$ cat src/rtl/freq_line_writer.sv
// freq_line_writer
//   Feeds the waterfall frequency BRAM. Each FFT frame becomes one display
//   line: complex bins stream in, |re|+|im| is formed, shifted and saturated
//   to a pixel byte, and written to BRAM at {line, bin}. Lines fill a
//   circular buffer; line_ptr tells the display reader which line is newest.
//
// Ports
//   clk          system clock (also the BRAM write clock)
//   reset        asynchronous, active-high
//   frame_start  pulse: next accepted bin is bin 0 of a new line
//   bin_valid    bin_re/bin_im valid
//   bin_ready    bin accepted when bin_valid && bin_ready (CAPTURE only)
//   bin_re       signed real part
//   bin_im       signed imaginary part
//   w_en         BRAM write enable
//   w_addr       BRAM write address {line, bin}
//   d_in         BRAM write data (pixel)
//   line_ptr     index of the most recently completed line
//   line_done    one-cycle pulse when a line commits
module freq_line_writer #(
  parameter int ADDR_W = 9,
  parameter int DATA_W = 8,
  parameter int BINS_W = 5,
  parameter int MAG_W  = 16,
  parameter int SHIFT  = 9
) (
  input  logic                       clk,
  input  logic                       reset,
  input  logic                       frame_start,
  input  logic                       bin_valid,
  output logic                       bin_ready,
  input  logic signed [MAG_W-1:0]    bin_re,
  input  logic signed [MAG_W-1:0]    bin_im,
  output logic                       w_en,
  output logic [ADDR_W-1:0]          w_addr,
  output logic [DATA_W-1:0]          d_in,
  output logic [ADDR_W-BINS_W-1:0]   line_ptr,
  output logic                       line_done
);

  localparam int LINE_W = ADDR_W - BINS_W;
  localparam logic [MAG_W:0] SAT_MAX = {{(MAG_W+1-DATA_W){1'b0}}, {DATA_W{1'b1}}};

  typedef enum logic [1:0] {
    IDLE    = 2'd0,
    CAPTURE = 2'd1,
    DRAIN   = 2'd2,
    COMMIT  = 2'd3
  } state_t;

  state_t              state;
  state_t              state_next;
  logic [BINS_W-1:0]   bin_cnt;
  logic [BINS_W-1:0]   bin_cnt_next;
  logic [BINS_W-1:0]   bin_idx;
  logic [LINE_W-1:0]   wr_line;
  logic                accept;
  logic                s1_valid;
  logic [MAG_W:0]      s1_mag;
  logic [ADDR_W-1:0]   s1_addr;

  // Absolute value widened by one bit so that |-2^(MAG_W-1)| is exact.
  function automatic logic [MAG_W:0] abs_mag(input logic [MAG_W-1:0] v);
    logic [MAG_W:0] ext;
    ext = {v[MAG_W-1], v};
    if (v[MAG_W-1]) begin
      abs_mag = ~ext + {{MAG_W{1'b0}}, 1'b1};
    end else begin
      abs_mag = ext;
    end
  endfunction

  // Scale the magnitude down and clamp it to the largest pixel value.
  function automatic logic [DATA_W-1:0] sat_pixel(input logic [MAG_W:0] m);
    logic [MAG_W:0] sh;
    sh = m >> SHIFT;
    if (sh > SAT_MAX) begin
      sat_pixel = {DATA_W{1'b1}};
    end else begin
      sat_pixel = sh[DATA_W-1:0];
    end
  endfunction

  assign accept  = bin_valid && bin_ready;
  // A frame_start coinciding with an accept restarts the line at that bin.
  assign bin_idx = frame_start ? {BINS_W{1'b0}} : bin_cnt;

  // Next-state and bin-count logic.
  always_comb begin
    state_next   = state;
    bin_cnt_next = bin_cnt;
    case (state)
      IDLE: begin
        if (frame_start) begin
          state_next   = CAPTURE;
          bin_cnt_next = {BINS_W{1'b0}};
        end else begin
          state_next   = IDLE;
        end
      end
      CAPTURE: begin
        if (accept) begin
          if (bin_idx == {BINS_W{1'b1}}) begin
            state_next   = DRAIN;
            bin_cnt_next = {BINS_W{1'b0}};
          end else begin
            bin_cnt_next = bin_idx + {{(BINS_W-1){1'b0}}, 1'b1};
          end
        end else if (frame_start) begin
          bin_cnt_next = {BINS_W{1'b0}};
        end else begin
          bin_cnt_next = bin_cnt;
        end
      end
      DRAIN: begin
        if (!s1_valid) begin
          state_next = COMMIT;
        end else begin
          state_next = DRAIN;
        end
      end
      COMMIT: begin
        state_next = IDLE;
      end
      default: begin
        state_next   = IDLE;
        bin_cnt_next = {BINS_W{1'b0}};
      end
    endcase
  end

  // FSM state, handshake and line bookkeeping registers.
  always_ff @(posedge clk or posedge reset) begin
    if (reset) begin
      state     <= IDLE;
      bin_cnt   <= {BINS_W{1'b0}};
      bin_ready <= 1'b0;
      line_done <= 1'b0;
      line_ptr  <= {LINE_W{1'b1}};
      wr_line   <= {LINE_W{1'b0}};
    end else begin
      state     <= state_next;
      bin_cnt   <= bin_cnt_next;
      bin_ready <= (state_next == CAPTURE);
      line_done <= (state_next == COMMIT);
      // COMMIT is only entered from DRAIN, so this fires once per line.
      if (state_next == COMMIT) begin
        line_ptr <= wr_line;
        wr_line  <= wr_line + {{(LINE_W-1){1'b0}}, 1'b1};
      end
    end
  end

  // Stage 1: magnitude and destination address of the accepted bin.
  always_ff @(posedge clk or posedge reset) begin
    if (reset) begin
      s1_valid <= 1'b0;
      s1_mag   <= {(MAG_W+1){1'b0}};
      s1_addr  <= {ADDR_W{1'b0}};
    end else begin
      s1_valid <= accept;
      if (accept) begin
        s1_mag  <= abs_mag(bin_re) + abs_mag(bin_im);
        s1_addr <= {wr_line, bin_idx};
      end
    end
  end

  // Stage 2: BRAM write port; address/data hold when idle.
  always_ff @(posedge clk or posedge reset) begin
    if (reset) begin
      w_en   <= 1'b0;
      w_addr <= {ADDR_W{1'b0}};
      d_in   <= {DATA_W{1'b0}};
    end else begin
      w_en <= s1_valid;
      if (s1_valid) begin
        w_addr <= s1_addr;
        d_in   <= sat_pixel(s1_mag);
      end
    end
  end

endmodule

$ cat config.mk
export PLATFORM = sky130hd
export DESIGN_NAME = freq_line_writer
export DESIGN_NICKNAME = d
export VERILOG_FILES = /design/src/rtl/freq_line_writer.sv
export SDC_FILE = /design/constraint.sdc
export NUM_CORES = 1
export LEC_CHECK = 0
export ABC_AREA = 1
export CAP_MARGIN = 10
export CORE_MARGIN = 8
export CORE_UTILIZATION = 55
export DETAILED_ROUTE_END_ITERATION = 12
export GPL_TIMING_DRIVEN = 0
export PLACE_DENSITY = 0.8
export SLEW_MARGIN = 20
export SYNTH_ARGS = -nofsm -noshare
export SYNTH_HDL_FRONTEND = slang
export SYNTH_SLANG_ARGS = --single-unit
$ cat constraint.sdc
create_clock -name clk -period 2.65 [get_ports clk]
set_input_delay 0.6625 -clock clk [delete_from_list [all_inputs] [get_ports clk]]
set_output_delay 0.6625 -clock clk [all_outputs]
set_load 0.05 [all_outputs]
-- After elaboration in Yosys (flattened, before gate mapping)
Cells that the tools add are included.
- reduce and logical (&&, ||, !) cells: 3
- add/sub/neg operators: 5
- order comparisons: 1
- equal/unequal tests: 6
- muxes and demuxes: 14
- bitwise logic cells: 2
- operator list (kind ; number):
    two-way mux 17 bit ; 4
    adder 17 x 1 -> 17 bit, second input constant ; 2
    NOT 17 bit ; 2
    adder 17 bit ; 1
    two-way mux 5 bit ; 3
    one-hot mux 5 bit (2 select lines) ; 1
    > comparator 8 bit, second input constant ; 1
    two-way mux 8 bit ; 1
    one-hot mux 2 bit (4 select lines) ; 1
    == test 2 bit, second input constant ; 3
    adder 5 x 1 -> 5 bit, second input constant ; 1
    == test 5 bit, second input constant ; 1
    adder 4 x 1 -> 4 bit, second input constant ; 1
    == test 2 x 1 -> 1 bit, second input constant ; 2
    two-way mux 2 bit ; 2
    logical NOT 2 bit ; 1
    two-way mux 1 bit ; 2
    nonzero test 2 bit ; 1
    logical AND 1 bit ; 1
- input port bits: 36
- logic and storage cells: 43
- flip-flop bits (word level): 62

-- Logic depth before layout (Yosys ltp)
Gate-level depths: netlist of run 1.
- depth after elaboration: 6
- depth in mapped cells: 20
- mapped depth without buffers: 20

-- Least setup slack after synthesis of run 1
No wires, ideal clock.
- path type: input to register
- start: input bin_re[1]
- end: register s1_mag[13]
- setup slack: 0.047 ns
- stages on the path: 17
- arrival: 2.486 ns
- required time: 2.533 ns
- path through: inv_1 > ha_1 > inv_1 > nor2_2 > nor3b_4 > nand4_1 > nand2_1 > xor2_1 > ha_1 > nand2_1 > inv_1 > nand2_1 > nand2_1 > a21oi_1 > nand3_1 > nand3_1 > nand2_1
- longest elaborated chain between the ends: 5
- ends and longest elaborated chain (element ; RTL line ; RTL):
    start: declaration ; 32 ; input logic signed [MAG_W-1:0] bin_re,
    NOT 17 bit ; 67 ; abs_mag = ~ext + {{MAG_W{1'b0}}, 1'b1};
    adder 17 x 1 -> 17 bit ; 67 ;
    two-way mux 17 bit * ; 66 ; if (v[MAG_W-1]) begin
    two-way mux 17 bit * ; 162 ; if (accept) begin
    adder 17 bit * ; 163 ; s1_mag <= abs_mag(bin_re) + abs_mag(bin_im);
    end signal: assignment ; 158 ; s1_mag <= {(MAG_W+1){1'b0}};
    end signal: assignment ; 163 ;
    end: declaration ; 59 ; logic [MAG_W:0] s1_mag;
Mark *: on every way between the ends. The rest lies on a longest branch, timed or not. The select of a mux whose other input is x is not followed.
A chain may end at the register's enable or synchronous reset.

-- Worst setup path after layout of run 1
- start: input bin_re[10]
- end: register s1_mag[15]
Same word-level chain as after synthesis.

==> results.sh, run 1 <==
export IMPL_ys_ff_latch=53
export IMPL_cts_root_buf="sky130_fd_sc_hd__clkbuf_8"
export IMPL_swShare_pct=40.7
export IMPL_synth_compound_gate_area_share_pct=7.77
export IMPL_max_cap_violations=0
export IMPL_vias_in_the_first_global_route=3596
export IMPL_power_switching_uw=1080
export IMPL_synthesized_area_fraction_occupied_by_xor_and_xnor_cells_pct=6.17
export IMPL_syn_to_final_growth_pct=37.8
export IMPL_globalRoute_totalOverflow=0
export IMPL_boundaryPins=60
export IMPL_clkLatencyLatePin_ns=0.31
export IMPL_routed_wire_length_per_instance_um=14.0
export IMPL_layer_with_the_highest_usage="met2"
export IMPL_hold_class="register to register"
export IMPL_worstPathMaxFanout=4
export IMPL_layout_common_cells="128 x sky130_fd_sc_hd__nand2_1, 68 x sky130_fd_sc_hd__inv_1, 49 x sky130_fd_sc_hd__dfrtp_1"
export IMPL_finish_net_count=661
export IMPL_yosysTopAreaCell="sky130_fd_sc_hd__dfrtp_1"
export IMPL_synth_area_leaders="sky130_fd_sc_hd__dfrtp_1 33%, sky130_fd_sc_hd__nand2_1 16%, sky130_fd_sc_hd__inv_1 9.2%, sky130_fd_sc_hd__ha_1 6.8%, sky130_fd_sc_hd__xor2_1 5.5%"
export IMPL_critical_path_startpoint_type="primary input"
export IMPL_arrival_time_at_the_worst_endpoint_ns=2.81
export IMPL_cts_buffers_inserted=5
export IMPL_final_critical_path_setup_slack_ns=0.0462
export IMPL_total_global_route_track_usage_pct=19.2
export IMPL_design_core_area_sq_mm=0.00664
export IMPL_unrepaired_setup_endpoints_after_global_routing="yes"
export IMPL_achievable_freq_mhz=384
export IMPL_worst_endpoint_required_ns=2.85
export IMPL_largest_net_degree_at_the_start_of_global_routing=36
export IMPL_grtUsageMet2_pct=35.9
export IMPL_dr_first_iter_drc_count=116
export IMPL_ys_warn_count=0
export IMPL_cts_htree_levels=2
export IMPL_die_area_sq_mm=0.00959
export IMPL_dieWidth_um=97.9
export IMPL_ant_nets=0
export IMPL_chipHeight_um=97.9
export IMPL_share_of_the_synthesized_area_in_the_top_cell_type_pct=33.2
export IMPL_share_comb_of_total_power_pct=45.5
export IMPL_power_density_mw_per_mm2=522
export IMPL_outcome="completed"
export IMPL_synthesis_area_sq_mm=0.00369
export IMPL_critical_path_max_stage_delay_ns=0.43
export IMPL_vdd_drop_max_mv=0.348
export IMPL_global_route_usage_met1_pct=22.1
export IMPL_cellLeakagePower_uw=0.00259
export IMPL_finClkSkew_ns=0.00726
export IMPL_timing_final_crit_share_pct=98.3
export IMPL_tightestPinTransition_ns=0.517
export IMPL_numPortBuffers=59
export IMPL_gp_routability_congestion=0.911
export IMPL_gr_usage_met3_pct=3.27
export IMPL_synth_mux_area_fraction_pct=3.66
export IMPL_p_int_uw=1580
export IMPL_dpl_worst_slack_ns=-0.741
export IMPL_slew_violations=0
export IMPL_grt_pass1_wl_um=15500
export IMPL_wl_um=9640
export IMPL_criticalPathCategory="primary input to register"
export IMPL_worstPathCellList="clkdlybuf4s50_1 > inv_1 > nand2_1 > nor3_2 > nand2_1 > nand2_1 > nand2_1 > a21oi_4 > ha_4 > a21oi_1 > nand2_1 > a21oi_2 > nand3_1 > nand3_1 > nand2_1"
export IMPL_setup_viol=0
export IMPL_power_frac_clock_pct=18.0
export IMPL_layout_cells_most_common="sky130_fd_sc_hd__nand2_1"
export IMPL_detailroute_via_count=3599
export IMPL_syn_area_per_cell_sq_um=7.19
export IMPL_ctsLongestPathBuffers=2
export IMPL_avgViaCountPerCell=5.25
export IMPL_cp_slowest_cell="sky130_fd_sc_hd__clkdlybuf4s50_1"
export IMPL_ys_types=33
export IMPL_post_synth_inst_count=513
export IMPL_combinational_family_with_the_most_area_after_synthesis="simple AND/OR/NAND/NOR gates"
export IMPL_layout_drive_gt1_share_pct=26.2
export IMPL_drt_pass1_iterations=4
export IMPL_starting_density_of_the_core_pct=55.5
export IMPL_total_nets_after_synthesis=569
export IMPL_critical_path_top_cell_by_count="sky130_fd_sc_hd__nand2_1"
export IMPL_hold_slack_ns=0.476
export IMPL_fin_crit_ns=2.60
export IMPL_drt_drc_violations_left=0
export IMPL_post_dp_hpwl_um=6940
export IMPL_max_slew_margin_rel_pct=65.4
export IMPL_sequentialPowerShare_pct=36.5
export IMPL_cts_tree="built"
export IMPL_num_antenna_cells=0
export IMPL_worst_setup_hold_path_clk_slew_ns=0.10
export IMPL_hold_viol=0
export IMPL_cell_family_with_most_cp_delay="simple AND/OR/NAND/NOR gates"
export IMPL_worstPathBufferInverterCount=2
export IMPL_worst_setup_path_end_kind="register"
export IMPL_synth_simple_gate_area_share_pct=29.2
export IMPL_fp_row_count=30
export IMPL_cts_sink_count=53
export IMPL_total_power_uw=2650
export IMPL_synthAdderAreaFrac_pct=6.78
export IMPL_antenna_found_initial=0
export IMPL_synth_sequential_area_ratio_pct=36.1
-- power groups by stage --
stage,registers (uW),logic (uW),clock network (uW)
2_1_floorplan,1190,474,0
3_3_place_gp,981,972,0
3_5_place_dp,986,995,0
4_1_cts,970,1070,487
5_1_grt,985,1310,509
6_report,969,1210,478
-- timing repair --
action                     4_1_cts  5_1_grt
gates resized for setup         75       82
pin swaps                       32       68
buffers inserted                15       11
hold buffers                     0        0
gates cloned                     0        0
setup endpoints to repair        8        8
-- flip-flops by register name (all words and copies together), names as in the netlist --
name and cells:
bin_cnt 5, bin_ready 1, d_in 8, line_done 1, line_ptr 4, s1_addr 9, s1_mag 8, s1_valid 1
state 2, w_addr 9, w_en 1, wr_line 4
-- path summary, 6_finish.rpt --
check / startpoint / end / slack, ns / cells past startpoint
worst min-delay path: line_ptr[2] / line_ptr[2] / 0.48 / 2
worst max-delay path: bin_re[10] / s1_mag[15] / 0.05 / 15
worst min register to register: line_ptr[2] / line_ptr[2] / 0.48 / 2
max in group asynchronous: reset / line_ptr[1] / 1.41 / 3
worst max register to register: bin_cnt[0] / bin_cnt[3] / 0.81 / 10
min in group asynchronous: reset / w_addr[1] / 0.66 / 2
-- metrics by stage --
stage | area (sq um) | utilization, % | cells | setup TNS [ns]
floorplan | 3690 | - | 513 | 0
CTS | 4750 | 71.6 | 676 | 0
detailed placement | 4400 | 66.2 | 653 | -5.40
global placement | 4380 | 65.9 | 652 | -13.81
finish | 5080 | 76.5 | 686 | 0
global route | 5080 | 76.5 | 686 | -0.289
-- kinds of logic (layout without fill, tap and decap cells) --
family	Yosys count	in the layout
buffers and inverters	99	192
flip-flops	53	53
adder cells (fa/ha/maj)	20	20
XOR/XNOR	26	26
AND/OR/NAND/NOR	250	250
AO/OA/AOI/OAI	53	53
multiplexers	12	12
-- Yosys cell counts, drive strengths merged --
cell / instances
nand3b: 4
o22ai: 3
nor3: 6
nand2: 156
o21a: 1
dfstp: 4
ha: 20
mux2: 12
clkbuf: 3
buf: 5
nor2: 45
nor3b: 1
o21bai: 3
nand4: 8
o21ai: 18
or2: 3
and2: 1
xnor2: 3
a31oi: 4
dfrtp: 49
and3: 1
xor2: 23
a21oi: 23
inv: 91
nor4: 2
nand3: 23
o31ai: 1
-- layout make-up --
cell class	instances	area, sq um
Clock buffer	5	68.8
Inverter	91	352
Fill cell	482	1560
Multi-Input combinational cell	361	2350
Buffer	8	52.6
Timing Repair Buffer	85	806
Clock inverter	3	26.3
Sequential cell	53	1330
Tap cell	80	100
-- worst register-to-register path, cell delays in order, from the launching register on --
cell and delay, ns:
sky130_fd_sc_hd__dfrtp_1 0.36, sky130_fd_sc_hd__inv_1 0.04, sky130_fd_sc_hd__nor2_1 0.23, sky130_fd_sc_hd__ha_1 0.22, sky130_fd_sc_hd__nand2_1 0.06, sky130_fd_sc_hd__nor2_1 0.10
sky130_fd_sc_hd__ha_1 0.14, sky130_fd_sc_hd__inv_1 0.05, sky130_fd_sc_hd__o21ai_0 0.28, sky130_fd_sc_hd__nor2_1 0.09, sky130_fd_sc_hd__o21a_1 0.17
-- per-layer routing --
metal	routed length, um	vias to the layer above	part of all wire (%)
li1	-	1795	-
met1	4090	1692	42
met2	4970	101	52
met3	469	11	4.9
met4	109	0	1.1
met5	0	-	0
No activity file was read; power rests on OpenSTA's default activity.
==> run 2, diff against run 1 <==
CORE_UTILIZATION = 54   (was 55)
CTS_CLUSTER_SIZE = 8   (was not set)
PLACE_DENSITY = 0.79   (was 0.8)
RECOVER_POWER = 50   (was not set)
clock period = 2.86 ns   (was 2.65 ns; I/O delays follow)
==> run 2 against run 1 <==
Worst setup slack improved by 0.089 ns; utilization shrank 4.2 points; critical path depth increased by 2; global-route usage fell by 0.84 points; sequential cell count is the same; count of clock-buffer cells in the layout unchanged; non-clock buffer count shrank 6.
==> results.sh, run 2 (synthesis gave the netlist of run 1 again) <==
export IMPL_outcome="completed"
export IMPL_layoutNonFillerInstCount=680
export IMPL_tightestPinTransition_ns=0.816
export IMPL_syn_to_final_growth_pct=31.7
export IMPL_max_cap_violations=0
export IMPL_layout_cells_most_common="sky130_fd_sc_hd__nand2_1"
export IMPL_die_area_sq_mm=0.00973
export IMPL_boundaryPins=60
export IMPL_hold_class="register to register"
export IMPL_filler_cell_count=523
export IMPL_finClkSkew_ns=0.00605
export IMPL_ctsLongestPathBuffers=2
export IMPL_largest_net_degree_at_the_start_of_global_routing=32
export IMPL_globalRoute_totalOverflow=0
export IMPL_design_core_area_sq_mm=0.00672
export IMPL_cellLeakagePower_uw=0.00255
export IMPL_numPortBuffers=59
export IMPL_cts_buffers_inserted=5
export IMPL_layout_drive_gt1_share_pct=19.5
export IMPL_total_power_uw=2380
export IMPL_drt_drc_violations_left=0
export IMPL_place_detailed_instances=653
export IMPL_gp_routability_congestion=0.942
export IMPL_hold_viol=0
export IMPL_p_int_uw=1420
export IMPL_power_switching_uw=960
export IMPL_cts_htree_levels=2
export IMPL_worst_setup_path_end_kind="register"
export IMPL_ant_nets=0
export IMPL_antenna_found_initial=0
export IMPL_vias_in_the_first_global_route=3494
export IMPL_max_slew_margin_rel_pct=45.5
export IMPL_finish_net_count=655
export IMPL_critical_path_max_stage_delay_ns=0.41
export IMPL_detailroute_via_count=3514
export IMPL_num_antenna_cells=0
export IMPL_worstPathCellList="clkdlybuf4s50_1 > inv_2 > nand3_2 > nor3_4 > buf_6 > nand3_2 > nand3b_1 > nand2_1 > ha_4 > nand2_2 > nor2_4 > and2_1 > nand2_1 > nand2_1 > nand2_1 > nand3_1 > nand2_1"
export IMPL_sequentialPowerShare_pct=37.9
export IMPL_cts_root_buf="sky130_fd_sc_hd__clkbuf_8"
export IMPL_dr_first_iter_drc_count=125
export IMPL_multi_input_comb_area_sq_mm=0.00220
export IMPL_worstPathMaxFanout=4
export IMPL_worst_endpoint_required_ns=3.07
export IMPL_setup_total_negative_slack_ns=0
export IMPL_postLayoutCellArea_sq_mm=0.00486
export IMPL_total_global_route_track_usage_pct=18.4
export IMPL_post_dp_hpwl_um=6970
export IMPL_drt_pass1_iterations=4
export IMPL_power_frac_clock_pct=18.9
export IMPL_timing_final_crit_share_pct=95.3
export IMPL_setup_viol=0
export IMPL_power_density_mw_per_mm2=489
export IMPL_cts_sink_count=53
export IMPL_sequential_cell_area_sq_mm=0.00133
export IMPL_swShare_pct=40.4
export IMPL_clkLatencyLatePin_ns=0.31
export IMPL_placed_area_sq_mm=0.00440
export IMPL_routed_wire_length_per_instance_um=13.6
export IMPL_arrival_time_at_the_worst_endpoint_ns=2.94
export IMPL_fp_row_count=30
export IMPL_worst_setup_hold_path_clk_slew_ns=0.10
export IMPL_layout_common_cells="143 x sky130_fd_sc_hd__nand2_1, 77 x sky130_fd_sc_hd__inv_1, 49 x sky130_fd_sc_hd__dfrtp_1"
export IMPL_wl_um=9240
export IMPL_criticalPathCategory="primary input to register"
export IMPL_cts_tree="built"
export IMPL_avgViaCountPerCell=5.17
export IMPL_critical_path_top_cell_by_count="sky130_fd_sc_hd__nand2_1"
export IMPL_chipHeight_um=98.7
export IMPL_starting_density_of_the_core_pct=54.9
export IMPL_vdd_drop_max_mv=0.269
export IMPL_critical_path_startpoint_type="primary input"
export IMPL_dieWidth_um=98.7
export IMPL_share_comb_of_total_power_pct=43.3
export IMPL_grt_pass1_wl_um=15000
export IMPL_achievable_freq_mhz=367
export IMPL_reg_largest_list="s1_addr x9, w_addr x9"
export IMPL_slew_violations=0
export IMPL_cp_slowest_cell="sky130_fd_sc_hd__clkdlybuf4s50_1"
export IMPL_unrepaired_setup_endpoints_after_global_routing="yes"
export IMPL_fin_crit_ns=2.72
==> run 2: path summary, 6_finish.rpt <==
path	from	cells past startpoint	slack [ns]	end
worst max-delay path	bin_im[5]	17	0.14	s1_mag[14]
worst min-delay path	line_ptr[2]	2	0.47	line_ptr[2]
worst max register to register	bin_cnt[1]	10	1.03	bin_cnt[3]
worst min register to register	line_ptr[2]	2	0.47	line_ptr[2]
max in group asynchronous	reset	3	0.65	w_addr[7]
min in group asynchronous	reset	2	1.00	wr_line[0]
==> run 2: through the flow <==
| step | utilization (%) | hold slack [ns] | worst slack (ns) |
|---|---|---|---|
| final | 72.3 | 0.474 | 0.135 |
| after global placement | 65.2 | 0.459 | -0.514 |
| after CTS | 69.4 | 0.475 | 0.00289 |
| after global routing | 72.3 | 0.494 | -0.0440 |
| after detailed placement | 65.5 | 0.458 | -0.610 |
| after floorplan | - | 0.432 | 0.204 |
==> run 2: critical path, delay by kind of cell <==
| kind | cells | cell delay, ns |
|---|---|---|
| simple gates | 13 | 1.28 |
| fa+ha+maj | 1 | 0.31 |
| buf+inv | 3 | 0.63 |
==> run 2: area by class of cell <==
type	count	share of cell area, %
multi-input cells	361	45.2
flip-flops and latches	53	27.4
repair buffers	79	15.5
inverters	91	7.08
well taps	80	2.06
clock buffers	5	1.42
plain buffers	8	0.824
clock inverters	3	0.541
==> run 2: layer usage <==
metal  GRT usage (%)  vias to the layer above  wire (um)
li1                -                     1773          -
met1            20.7                     1616       3990
met2            33.6                      102       4610
met3            3.31                       23        424
met4            6.85                        0        217
met5               0                        -          0
==> run 2: repair_timing <==
action / in CTS / in global routing
hold buffers: 0 / 0
setup endpoints to repair: 8 / 8
setup buffers: 9 / 10
gates resized for setup: 35 / 56
pin swaps: 21 / 39
==> run 2: power by group through the flow <==
stage | combinational, uW | sequential [uW] | clock [uW]
after floorplan | 439 | 1100 | 0
after CTS | 969 | 900 | 451
after global routing | 1120 | 912 | 478
after detailed placement | 920 | 915 | 0
after global placement | 897 | 909 | 0
final | 1030 | 901 | 449
